**src/rtl/player_sprite_render.sv**
```systemverilog
// Per-player sprite renderer: latches player state at frame_start, runs the walk/jump
// animation, and emits keyed sprite pixels through a fixed two-stage pix_en pipeline.
module player_sprite_render #(
  parameter int POS_WIDTH  = 10,
  parameter int SPR_W      = 32,
  parameter int SPR_H      = 64,
  parameter int NUM_FRAMES = 8,
  parameter int ANIM_DIV   = 6,
  parameter int COLOR_W    = 8,
  parameter logic [COLOR_W-1:0] KEY_COLOR = 8'hE3,
  parameter int ROM_AW     = $clog2(NUM_FRAMES) + $clog2(SPR_H) + $clog2(SPR_W)
) (
  input  logic                          clk,
  input  logic                          reset,
  input  logic                          pix_en,
  input  logic                          frame_start,
  input  logic [POS_WIDTH-1:0]          hcount,
  input  logic [POS_WIDTH-1:0]          vcount,
  input  logic                          video_on,
  input  logic [POS_WIDTH-1:0]          pos_x,
  input  logic [POS_WIDTH-1:0]          pos_y,
  input  logic                          facing_right,
  input  logic                          move_active,
  input  logic                          jump_active,
  output logic [ROM_AW-1:0]             rom_addr,
  input  logic [COLOR_W-1:0]            rom_data,
  output logic                          pix_valid,
  output logic [COLOR_W-1:0]            pix_color,
  output logic [$clog2(NUM_FRAMES)-1:0] anim_frame
);

  localparam int FR_W  = $clog2(NUM_FRAMES);
  localparam int ROW_W = $clog2(SPR_H);
  localparam int COL_W = $clog2(SPR_W);
  localparam int DIV_W = (ANIM_DIV > 1) ? $clog2(ANIM_DIV) : 1;

  typedef enum logic [1:0] {S_IDLE, S_WALK, S_JUMP} anim_state_e;

  anim_state_e            state_q, state_d;
  logic [FR_W-1:0]        anim_frame_q, anim_frame_d;
  logic [DIV_W-1:0]       div_q, div_d;
  logic [POS_WIDTH-1:0]   shadow_x_q, shadow_x_d, shadow_y_q, shadow_y_d;
  logic                   shadow_facing_q, shadow_facing_d;
  logic                   shadow_move_q, shadow_move_d, shadow_jump_q, shadow_jump_d;
  logic [ROM_AW-1:0]      rom_addr_q, rom_addr_d;
  logic                   hit_d1_q, hit_d1_d;
  logic                   pix_valid_q, pix_valid_d;
  logic [COLOR_W-1:0]     pix_color_q, pix_color_d;

  logic [POS_WIDTH:0]     dx, dy;
  logic                   hit, opaque;
  logic [COL_W-1:0]       col;
  logic [FR_W-1:0]        walk_next;

  // Frame latch and animation: everything here only moves on frame_start.
  always_comb begin
    shadow_x_d      = shadow_x_q;
    shadow_y_d      = shadow_y_q;
    shadow_facing_d = shadow_facing_q;
    shadow_move_d   = shadow_move_q;
    shadow_jump_d   = shadow_jump_q;
    state_d         = state_q;
    anim_frame_d    = anim_frame_q;
    div_d           = div_q;
    walk_next       = (anim_frame_q == FR_W'(3)) ? '0 : anim_frame_q + FR_W'(1);
    if (frame_start) begin
      shadow_x_d      = pos_x;
      shadow_y_d      = pos_y;
      shadow_facing_d = facing_right;
      shadow_move_d   = move_active;
      shadow_jump_d   = jump_active;
      if (jump_active)      state_d = S_JUMP;
      else if (move_active) state_d = S_WALK;
      else                  state_d = S_IDLE;
      case (state_d)
        S_JUMP: begin
          anim_frame_d = FR_W'(4);
          div_d        = '0;
        end
        S_WALK: begin
          if (state_q != S_WALK) begin
            anim_frame_d = '0;
            div_d        = '0;
          end else if (div_q == DIV_W'(ANIM_DIV - 1)) begin
            anim_frame_d = walk_next;
            div_d        = '0;
          end else begin
            div_d = div_q + DIV_W'(1);
          end
        end
        default: begin
          anim_frame_d = '0;
          div_d        = '0;
        end
      endcase
    end
  end

  // One extra sign bit keeps hcount < shadow_x from wrapping into a hit.
  always_comb begin
    dx     = {1'b0, hcount} - {1'b0, shadow_x_q};
    dy     = {1'b0, vcount} - {1'b0, shadow_y_q};
    hit    = video_on && (dx[POS_WIDTH:COL_W] == '0) && (dy[POS_WIDTH:ROW_W] == '0);
    col    = shadow_facing_q ? dx[COL_W-1:0] : COL_W'(SPR_W - 1) - dx[COL_W-1:0];
    opaque = hit_d1_q && (rom_data != KEY_COLOR);

    rom_addr_d  = rom_addr_q;
    hit_d1_d    = hit_d1_q;
    pix_valid_d = pix_valid_q;
    pix_color_d = pix_color_q;
    if (pix_en) begin
      if (hit) rom_addr_d = {anim_frame_q, dy[ROW_W-1:0], col};
      hit_d1_d    = hit;
      pix_valid_d = opaque;
      pix_color_d = opaque ? rom_data : '0;
    end
  end

  always_ff @(posedge clk or posedge reset) begin
    if (reset) begin
      state_q         <= S_IDLE;
      anim_frame_q    <= '0;
      div_q           <= '0;
      shadow_x_q      <= '0;
      shadow_y_q      <= '0;
      shadow_facing_q <= 1'b1;
      shadow_move_q   <= 1'b0;
      shadow_jump_q   <= 1'b0;
      rom_addr_q      <= '0;
      hit_d1_q        <= 1'b0;
      pix_valid_q     <= 1'b0;
      pix_color_q     <= '0;
    end else begin
      state_q         <= state_d;
      anim_frame_q    <= anim_frame_d;
      div_q           <= div_d;
      shadow_x_q      <= shadow_x_d;
      shadow_y_q      <= shadow_y_d;
      shadow_facing_q <= shadow_facing_d;
      shadow_move_q   <= shadow_move_d;
      shadow_jump_q   <= shadow_jump_d;
      rom_addr_q      <= rom_addr_d;
      hit_d1_q        <= hit_d1_d;
      pix_valid_q     <= pix_valid_d;
      pix_color_q     <= pix_color_d;
    end
  end

  assign rom_addr   = rom_addr_q;
  assign pix_valid  = pix_valid_q;
  assign pix_color  = pix_color_q;
  assign anim_frame = anim_frame_q;

endmodule

```
**config.mk**
```make
export PLATFORM = sky130hd
export DESIGN_NAME = player_sprite_render
export DESIGN_NICKNAME = d
export VERILOG_FILES = /design/src/rtl/player_sprite_render.sv
export SDC_FILE = /design/constraint.sdc
export NUM_CORES = 1
export LEC_CHECK = 0
export ABC_AREA = 1
export CAP_MARGIN = 15
export CORE_MARGIN = 2
export CORE_UTILIZATION = 50
export CTS_CLUSTER_DIAMETER = 40
export DETAILED_ROUTE_END_ITERATION = 10
export PLACE_DENSITY = 0.88
export SLEW_MARGIN = 0
export SYNTH_ARGS = -nofsm -noshare
export SYNTH_HDL_FRONTEND = slang
export SYNTH_SLANG_ARGS = --single-unit
export TNS_END_PERCENT = 100
```
**constraint.sdc**
```tcl
create_clock -name clk -period 2.5 [get_ports clk]
set_input_delay 0.5 -clock clk [delete_from_list [all_inputs] [get_ports clk]]
set_output_delay 0.5 -clock clk [all_outputs]
set_load 0.005 [all_outputs]
```
==> qor.yml, run 1 <==
outcome: "finished, final reports clean"
seqPwrFrac_pct: 40.0
synthToLayoutAreaGrowth_pct: 42.5
maxSlewHeadroom_pct: 58.6
finalInstanceArea_um2: 5030
netlist_area_um2: 3530
register_area_um2: 1330
swShare_pct: 34.9
clk_pin_slew_ns: 0.11
fmax_mhz: 406
vias: 3520
arrival_ns: 2.68
tightest_slew_ns: 0.618
die_area_um2: 7750
criticalPathCategory: "in -> reg"
synth_nets: 573
routabilityCongestion: 0.901
synth_seq_cells: 53
fin_crit_sh_pct: 98.6
p_comb_share_pct: 38.0
hpwlAfterDp_mm: 6.77
antenna_found_initial: 0
drtIter0Drc: 169
tritoncts: "done"
grt_pass1_vias: 3485
drv_slew: 0
cp.required_ns: 2.71
yosys.cell_types.count: 31
setup_viol: 0
dpl.cell_count: 703
skew_ns: 0.00928
r2r-start: "shadow_x_q[0]"
post-route-util_pct: 73.6
ctsHtreeMaxLevel: 2
p_per_area_nw_per_um2: 468
port_buffers: 81
overflow: 0
core-area_um2: 6830
drive_above_1_share_pct: 17.1
final_cells: 715
grt_usage_pct: 23.1
yosysSeqAreaShare_pct: 37.6
first_pass_iters: 5
worst_skew_pair.late_latency_ns: 0.31
ant_nets: 0
clockPowerShare_pct: 22.0
crit_start: "vcount[0]"
avgSynthCellArea_um2: 7.15
wl_per_cell_um: 12.7
irDropWorstVdd_v: 0.000341
nNetsFinal: 697
dpl_cell_area_um2: 4730
fin_crit_ns: 2.47
avgViaCountPerCell: 4.92
io_pins: 82
grt_start_max_net_pins: 39
yosys_warnings: 0
dp_slack_ns: -0.364
cp_max_fo: 5
cp-start-kind: "input pin"
holdCritPathClass: "in -> async"
postCtsHoldBufs: 0
hold_viol_final: 0
cts_buffers: 5
drt-total-wl_mm: 9.11
drc_errors: 0
root_buffer: "clkbuf_8"
setup_slack_ns: 0.0340
critPathCaptureType: "flip-flop"
start_util_pct: 51.7
maxCapViolations: 0
p_sw_w: 0.000821
fin_setup_tns_ns: 0
clockBufferDepth: 2
synth_cells: 494
multi_input_area_um2: 1940
power.internal_w: 0.00153
grt_pass1_wl_mm: 14.5
die_x_um: 88.0
fillers: 492
antenna_cells: 0
p_leak_nw: 2.67
cts.sinks: 53
die_y_um: 88.0
rows: 30
-- cells in the mapped netlist, drive strengths merged --
cell,n,area share [%]
a21oi,11,1.6
a31oi,1,0.18
buf,2,0.74
clkbuf,7,0.74
dfrtp,52,37
dfstp,1,0.74
fa,2,1.1
ha,21,7.4
inv,102,11
nand2,169,19
nand3,30,4.4
nand3b,5,1.4
nand4,10,2.1
nor2,29,3.9
o211ai,1,0.21
o21ai,26,3.7
o21bai,2,0.43
o221a,1,0.32
o22ai,8,1.4
or2,2,0.35
xnor2,6,1.5
xor2,6,1.5
-- logic make-up after synthesis --
logic type      Yosys count  share of synthesized area [%]
compound gates           50                           7.80
xor+xnor                 12                           2.98
fa+ha+maj                23                           8.58
buf+inv                 111                           12.3
flops                    53                           37.6
simple gates            245                           30.7
-- repair_timing --
action | in CTS | in global routing
endpoints found under the hold margin | 0 | 0
buffers inserted | 0 | 2
endpoints found under the setup margin | 10 | 15
resized for setup | 1 | 41
cloned | 0 | 2
pin swaps | 1 | 12
-- worst max-delay path, stage by stage --
cell and delay (ns):
clkdlybuf4s50_1 0.40, inv_1 0.07, ha_2 0.19, inv_2 0.05
fa_2 0.42, nand3_2 0.09, nand3_2 0.08, nand2_2 0.08
nand2_1 0.05, nand2_2 0.10, nand4_4 0.12, nor2_4 0.16
buf_12 0.14, nand2_4 0.08, nand2_1 0.08, nand2_1 0.06
-- state kept, by name (all words and copies together), names as in the netlist --
name             flops
shadow_y_q          10
pix_color            8
shadow_facing_q      1
hit_d1_q             1
state_q              2
div_q                3
pix_valid            1
shadow_x_q          10
rom_addr            14
anim_frame           3
-- layer usage --
layer,vias to the layer above,global-route usage [%],share of wire [%]
met5,-,0,0
met4,0,7.02,2.1
met3,21,3.02,5.2
met2,124,43.1,51
met1,1601,27.7,42
li1,1774,-,-
-- area by class of cell --
class,count,area share [%]
Multi-Input combinational cell,332,38.6
Sequential cell,53,26.4
Timing Repair Buffer,124,23.2
Inverter,102,7.61
Tap cell,96,2.39
Clock buffer,5,1.37
Clock inverter,3,0.522
-- metrics by stage --
stage	total power, W	hold WS (ns)
floorplan	0.00143	0.443
global placement	0.00173	0.454
detailed placement	0.00176	0.462
CTS	0.00228	0.449
global route	0.00250	0.476
finish	0.00236	0.440
-- layout by cell type (no fill, tap or decap), types with 2 or more instances in the layout --
master,instances
nand2_1,143
inv_1,98
clkdlybuf4s50_1,80
dfrtp_1,52
buf_4,40
o21ai_0,26
nand3_1,25
nor2_1,24
nand2_2,22
ha_1,17
a21oi_1,10
nand4_1,8
o22ai_1,8
xnor2_1,6
xor2_1,6
nand3_2,5
clkbuf_8,5
inv_2,4
nand3b_1,4
nand2_4,4
nor2_4,3
nor2_2,2
o21bai_1,2
fa_2,2
ha_2,2
ha_4,2
clkinvlp_4,2
buf_12,2
-- power by group through the flow --
stage               registers, W  logic [W]  clock network, W
global route            0.000947   0.000994          0.000562
finish                  0.000942   0.000894          0.000519
detailed placement      0.000957   0.000800                 0
CTS                     0.000940   0.000809          0.000532
global placement        0.000953   0.000774                 0
floorplan               0.000946   0.000484                 0
-- final timing paths --
kind,end,slack [ns],cells after the start
worst max-delay path,rom_addr[10],0.03,16
worst min register to register,rom_addr[12],0.50,2
worst max register to register,rom_addr[10],0.29,14
max in group asynchronous,shadow_y_q[9],1.46,3
min in group clk,rom_addr[12],0.50,2
worst min-delay path,rom_addr[5],0.44,2
Power figures use the tool's default switching activity.
==> inputs of run 2 (changes only) <==
CORE_UTILIZATION = 30   (was 50)
PLACE_DENSITY = 0.61   (was 0.88)
==> run 2 against run 1 <==
  * Largest power group unchanged
  * Critical path depth unchanged
  * Sequential power shrank 0.4%
  * Die area up 63%
==> qor.yml, run 2 (same netlist as run 1, synthesis figures left out) <==
largest_reg_flops: 14  # unchanged
nNetsFinal: 695  # -0.29%
skew_ns: 0.00414  # -0.00514 ns
fmax_mhz: 422  # +3.9%
max_stage_delay_ns: 0.40  # -0.02 ns
dp_slack_ns: -0.324  # +0.0400 ns
root_buffer: "clkbuf_16"
arrival_ns: 2.57  # -0.11 ns
irDropWorstVdd_v: 0.000292  # -14%
drc_errors: 0  # unchanged
clockBufferDepth: 2  # unchanged
die_y_um: 112  # +28%
seqPwrFrac_pct: 36.5  # -3.5 points
worst_skew_pair.late_latency_ns: 0.30  # about the same
finalPower_w: 0.00257  # +9.2%
p_per_area_nw_per_um2: 492  # +5.1%
critPathCaptureType: "flip-flop"
port_buffers: 81  # unchanged
fin_hold_ws_ns: 0.485  # +0.0444 ns
p_leak_nw: 2.72  # +2.0%
crit_chain: "clkdlybuf4s50_1, inv_1, ha_2, inv_2, fa_2, nand3_2, nand3_2, nand2_2, nand2_2, nand2_2, nand4_4, nor2_4, buf_12, nand3_1, nand2_1, inv_1"
tightest_slew_ns: 0.649  # +0.0316 ns
die_x_um: 112  # +28%
finalInstanceArea_um2: 5230  # +3.9%
wl_per_cell_um: 12.0  # -5.9%
fin_setup_tns_ns: 0  # unchanged
ctsHtreeMaxLevel: 2  # unchanged
hpwlAfterDp_mm: 7.05  # +4.1%
p_sw_w: 0.000853  # +3.9%
crit_start: "vcount[0]"
critPathSlowestCell: "clkdlybuf4s50_1"
dpl_cell_area_um2: 4790  # +1.3%
power.internal_w: 0.00172  # +12%
first_pass_iters: 4  # -1
synthToLayoutAreaGrowth_pct: 48.0
drtIter0Drc: 86  # -49%
setup_viol: 0  # unchanged
criticalPathCategory: "in -> reg"
fin_crit_ns: 2.37  # -0.0936 ns
drive_above_1_share_pct: 18.8  # +1.7 points
die_area_um2: 12700  # +63%
routabilityCongestion: 0.873  # -3.1%
postCtsHoldBufs: 0  # unchanged
maxSlewHeadroom_pct: 56.5  # -2.1 points
cts.sinks: 53  # unchanged
p_comb_share_pct: 35.4  # -2.6 points
cts_buffers: 5  # unchanged
antenna_cells: 0  # unchanged
layout.cells.most_common: "nand2_1"
holdCritStartpoint: "rom_addr[4]"
io_pins: 82  # unchanged
tritoncts: "done"
swShare_pct: 33.2  # -1.7 points
cp_max_fo: 5  # unchanged
rows: 39  # +30%
grt_usage_pct: 14.5  # -8.7 points
overflow: 0  # unchanged
grt_pass1_wl_mm: 15.3  # +5.9%
grt_pass1_vias: 3428  # -1.6%
vias: 3381  # -3.9%
drv_slew: 0  # unchanged
holdCritPathClass: "reg -> reg"
outcome: "finished, final reports clean"
cp-start-kind: "input pin"
ant_nets: 0  # unchanged
maxCapViolations: 0  # unchanged
cp_common_cell: "nand2_2"
core-area_um2: 11500  # +68%
cp.required_ns: 2.70  # about the same
fin_crit_sh_pct: 94.9  # -3.7 points
grt_start_max_net_pins: 40  # +2.6%
final_cell_mix: "148 x nand2_1, 99 x inv_1, 77 x clkdlybuf4s50_1"
start_util_pct: 30.8  # -21 points
r2r-start: "shadow_y_q[4]"
antenna_found_initial: 0  # unchanged
clockPowerShare_pct: 28.1  # +6.1 points
avgViaCountPerCell: 4.45  # -9.6%
setup_slack_ns: 0.128  # +0.0936 ns
clk_pin_slew_ns: 0.07  # -0.04 ns
hold_viol_final: 0  # unchanged
drt-total-wl_mm: 9.11  # about the same
[run 2: cell types whose count changed in the layout (fill, tap and decap cells not counted), moves of 5 or more]
cell / change
clkbuf_8: -5
nand3_1: -5
ha_1: -7
ha_4: +6
clkbuf_16: +5
nand2_1: +5
[run 2: stage by stage]
step	cells	util, %
floorplan	494	-
global placement	749	41.8
detailed placement	749	41.8
CTS	757	43.1
global route	760	45.6
finish	760	45.6
[run 2: power groups by stage]
stage | combinational, W | clock (W) | sequential (W)
floorplan | 0.000484 | 0 | 0.000946
global placement | 0.000793 | 0 | 0.000953
detailed placement | 0.000805 | 0 | 0.000956
CTS | 0.000814 | 0.000732 | 0.000939
global route | 0.00102 | 0.000765 | 0.000946
finish | 0.000911 | 0.000723 | 0.000938
[run 2: final cells by class]
cell class	count	area, µm²
Tap cell	143	179
Clock inverter	3	21.3
Fill cell	1155	6240
Sequential cell	53	1330
Timing Repair Buffer	122	1160
Multi-Input combinational cell	332	2030
Inverter	102	383
Clock buffer	5	125
[run 2: routing by layer]
layer,wire (µm),vias up,track usage (%)
li1,-,1770,-
met1,4290,1524,19.1
met2,4330,73,24.5
met3,352,14,2.48
met4,144,0,3.98
met5,0,-,0
[run 2: final timing paths]
check | cells after the start | slack (ns) | end
setup / recovery | 16 | 0.13 | rom_addr[2]
hold / removal | 2 | 0.48 | rom_addr[4]
setup reg to reg | 18 | 0.29 | rom_addr[2]
hold reg to reg | 2 | 0.48 | rom_addr[4]
max in group asynchronous | 3 | 1.24 | div_q[0]
min in group asynchronous | 2 | 0.56 | pix_color[6]
[run 2: what timing repair did]
action,4_1_cts,5_1_grt
endpoints found under the setup margin,5,15
pin swaps,0,23
setup buffers,0,1
resized for setup,1,55
cloned,0,2
[run 2: critical path, delay by kind of cell]
| kind | cells | cell delay [ns] |
|---|---|---|
| adder cells (fa/ha/maj) | 2 | 0.53 |
| buffers and inverters | 5 | 0.69 |
| AND/OR/NAND/NOR | 9 | 0.85 |
==> inputs of run 3 (changes only) <==
CORE_UTILIZATION = 31   (was 30)
GPL_TIMING_DRIVEN = 0   (was default)
PLACE_DENSITY = 0.62   (was 0.61)
==> run 3 against run 2 <==
  * Flip-flop and latch count did not move
  * Critical path type unchanged
  * Worst setup slack got worse by 0.015 ns
  * Count of clock-buffer cells in the layout rose by 1
  * Largest cell class unchanged
  * Sequential power barely moved
  * Register-to-register slack improved by 0.05 ns
  * Highest routed layer unchanged
  * Global-route usage fell by 0.32 points
  * First-iteration DRC count rose by 30%
  * Via count fell by 3.3%
  * Combinational power fell by 15%
  * Total power fell by 2.4%
  * Critical path depth fell by 2
  * Routed wire length fell by 5.3%
==> qor.yml, run 3 (same netlist as run 1, synthesis figures left out) <==
die_y_um: 111  # -1.6%
largest_reg_flops: 14  # unchanged
skew_ns: 0.00593  # +0.00179 ns
avgViaCountPerCell: 4.48  # +0.80%
nNetsFinal: 667  # -4.0%
synthToLayoutAreaGrowth_pct: 39.6
post-route-util_pct: 44.9  # -0.69 points
grt_start_max_net_pins: 30  # -25%
cp-start-kind: "input pin"
fin_crit_sh_pct: 95.5  # +0.60 points
routabilityCongestion: 0.839  # -3.9%
clk_pin_slew_ns: 0.07  # about the same
layout.cells.most_common: "nand2_1"
worst_skew_pair.late_latency_ns: 0.29  # about the same
grt_pass1_vias: 3204  # -6.5%
drtIter0Drc: 112  # +30%
vias: 3269  # -3.3%
p_comb_share_pct: 30.9  # -4.5 points
drive_above_1_share_pct: 12.2  # -6.6 points
cpLargestDelayFamily: "simple AND/OR/NAND/NOR gates"
fin_hold_ws_ns: 0.474  # -0.0105 ns
fin_crit_ns: 2.39  # +0.0149 ns
path_buf_inv: 2  # -3
start_util_pct: 32.1  # +1.4 points
arrival_ns: 2.57  # about the same
critPathCaptureType: "flip-flop"
core-area_um2: 11000  # -4.2%
setup_slack_ns: 0.113  # -0.0149 ns
power.internal_w: 0.00173  # +0.38%
ctsHtreeMaxLevel: 2  # unchanged
tritoncts: "done"
swShare_pct: 31.2  # -1.9 points
first_pass_iters: 4  # unchanged
critPathSlowestCell: "clkdlybuf4s50_1"
dp_slack_ns: -0.423  # -0.0989 ns
p_per_area_nw_per_um2: 509  # +3.5%
holdCritPathClass: "reg -> reg"
hpwlAfterDp_mm: 6.78  # -3.8%
fmax_mhz: 419  # -0.62%
grt_usage_pct: 14.1  # -0.32 points
hold_viol_final: 0  # unchanged
cp_common_cell: "nand2_1"
drc_errors: 0  # unchanged
io_pins: 82  # unchanged
cp.required_ns: 2.69  # about the same
max_stage_delay_ns: 0.43  # +0.03 ns
p_leak_nw: 2.55  # -6.5%
cts.sinks: 53  # unchanged
cts_buffers: 5  # unchanged
overflow: 0  # unchanged
antenna_cells: 0  # unchanged
seqPwrFrac_pct: 37.2  # +0.7 points
antenna_found_initial: 0  # unchanged
criticalPathCategory: "in -> reg"
drt-total-wl_mm: 8.63  # -5.3%
maxSlewHeadroom_pct: 55.7  # -0.78 points
finalPower_w: 0.00251  # -2.4%
irDropWorstVdd_v: 0.000297  # +2.0%
root_buffer: "clkbuf_16"
die_x_um: 111  # -1.6%
rsz0062_at_grt: "false"
dpl.cell_count: 715  # -4.5%
wl_per_cell_um: 11.8  # -1.3%
port_buffers: 80  # -1.2%
rows: 38  # -2.6%
grt_pass1_wl_mm: 14.5  # -5.3%
clockPowerShare_pct: 31.8  # +3.7 points
drv_slew: 0  # unchanged
ant_nets: 0  # unchanged
final_cell_mix: "145 x nand2_1, 98 x inv_1, 78 x clkdlybuf4s50_1"
setup_viol: 0  # unchanged
crit_chain: "clkdlybuf4s50_1, ha_1, nand2_1, nor2_1, nand2_2, nand3_1, nand2_1, nand2_1, nand4_4, nor2_4, buf_12, nand2_8, nand2_1, nand2_1"
clockBufferDepth: 2  # unchanged
final_cells: 729  # -4.1%
maxCapViolations: 0  # unchanged
tightest_slew_ns: 0.661  # +0.0117 ns
p_sw_w: 0.000785  # -8.0%
die_area_um2: 12300  # -3.1%
outcome: "finished, final reports clean"
cp_max_fo: 10  # +5
## run 3: worst register-to-register path: stages, from the launching register on
cell     delay (ns)
dfrtp_1        0.36
ha_2           0.18
inv_2          0.04
fa_2           0.42
nand3_2        0.09
nand3_2        0.09
nand2_2        0.10
nand2_2        0.06
nand2_4        0.09
nand4_4        0.08
nor2_4         0.20
buf_12         0.14
nand2_8        0.07
nand2_1        0.08
nand2_1        0.05
## run 3: power by group through the flow
stage               registers, W  logic, W  clock network, W
floorplan               0.000946  0.000484                 0
global placement        0.000949  0.000684                 0
detailed placement      0.000951  0.000702                 0
CTS                     0.000934  0.000714          0.000827
global route            0.000939  0.000883          0.000863
finish                  0.000935  0.000777          0.000799
## run 3: area by class of cell
| type | instances | area [µm²] |
|---|---|---|
| repair buffers | 87 | 905 |
| multi-input cells | 330 | 1920 |
| clock buffers | 6 | 129 |
| well taps | 140 | 175 |
| plain buffers | 9 | 52.6 |
| fillers | 1111 | 6050 |
| inverters | 102 | 383 |
| flip-flops and latches | 53 | 1330 |
| clock inverters | 2 | 38.8 |
## run 3: path summary, 6_finish.rpt
kind | from | to | slack, ns | cells after the start
min reg2reg | rom_addr[6] | rom_addr[6] | 0.47 | 2
max | vcount[2] | rom_addr[9] | 0.11 | 14
max in group asynchronous | reset | shadow_y_q[9] | 1.39 | 3
min | rom_addr[6] | rom_addr[6] | 0.47 | 2
min in group asynchronous | reset | pix_color[6] | 0.58 | 2
max reg2reg | shadow_y_q[0] | rom_addr[9] | 0.34 | 14
## run 3: what timing repair did
item | CTS | global route
cloned | 0 | 1
setup buffers | 1 | 4
pin swaps | 1 | 15
setup endpoints to repair | 15 | 15
resized for setup | 5 | 40
hold buffers | 0 | 0
## run 3: metrics by stage
stage / TNS (ns) / area [µm²]
2_1_floorplan: 0 / 3530
3_3_place_gp: -22.46 / 4510
3_5_place_dp: -5.82 / 4530
4_1_cts: 0 / 4720
5_1_grt: 0 / 4930
6_report: 0 / 4930
## run 3: per-layer routing
metal	global-route usage (%)	up-vias	wire, µm
li1	-	1708	-
met2	24.7	56	4180
met1	18.0	1499	4070
met4	3.58	0	69
met5	0	-	0
met3	2.73	6	314
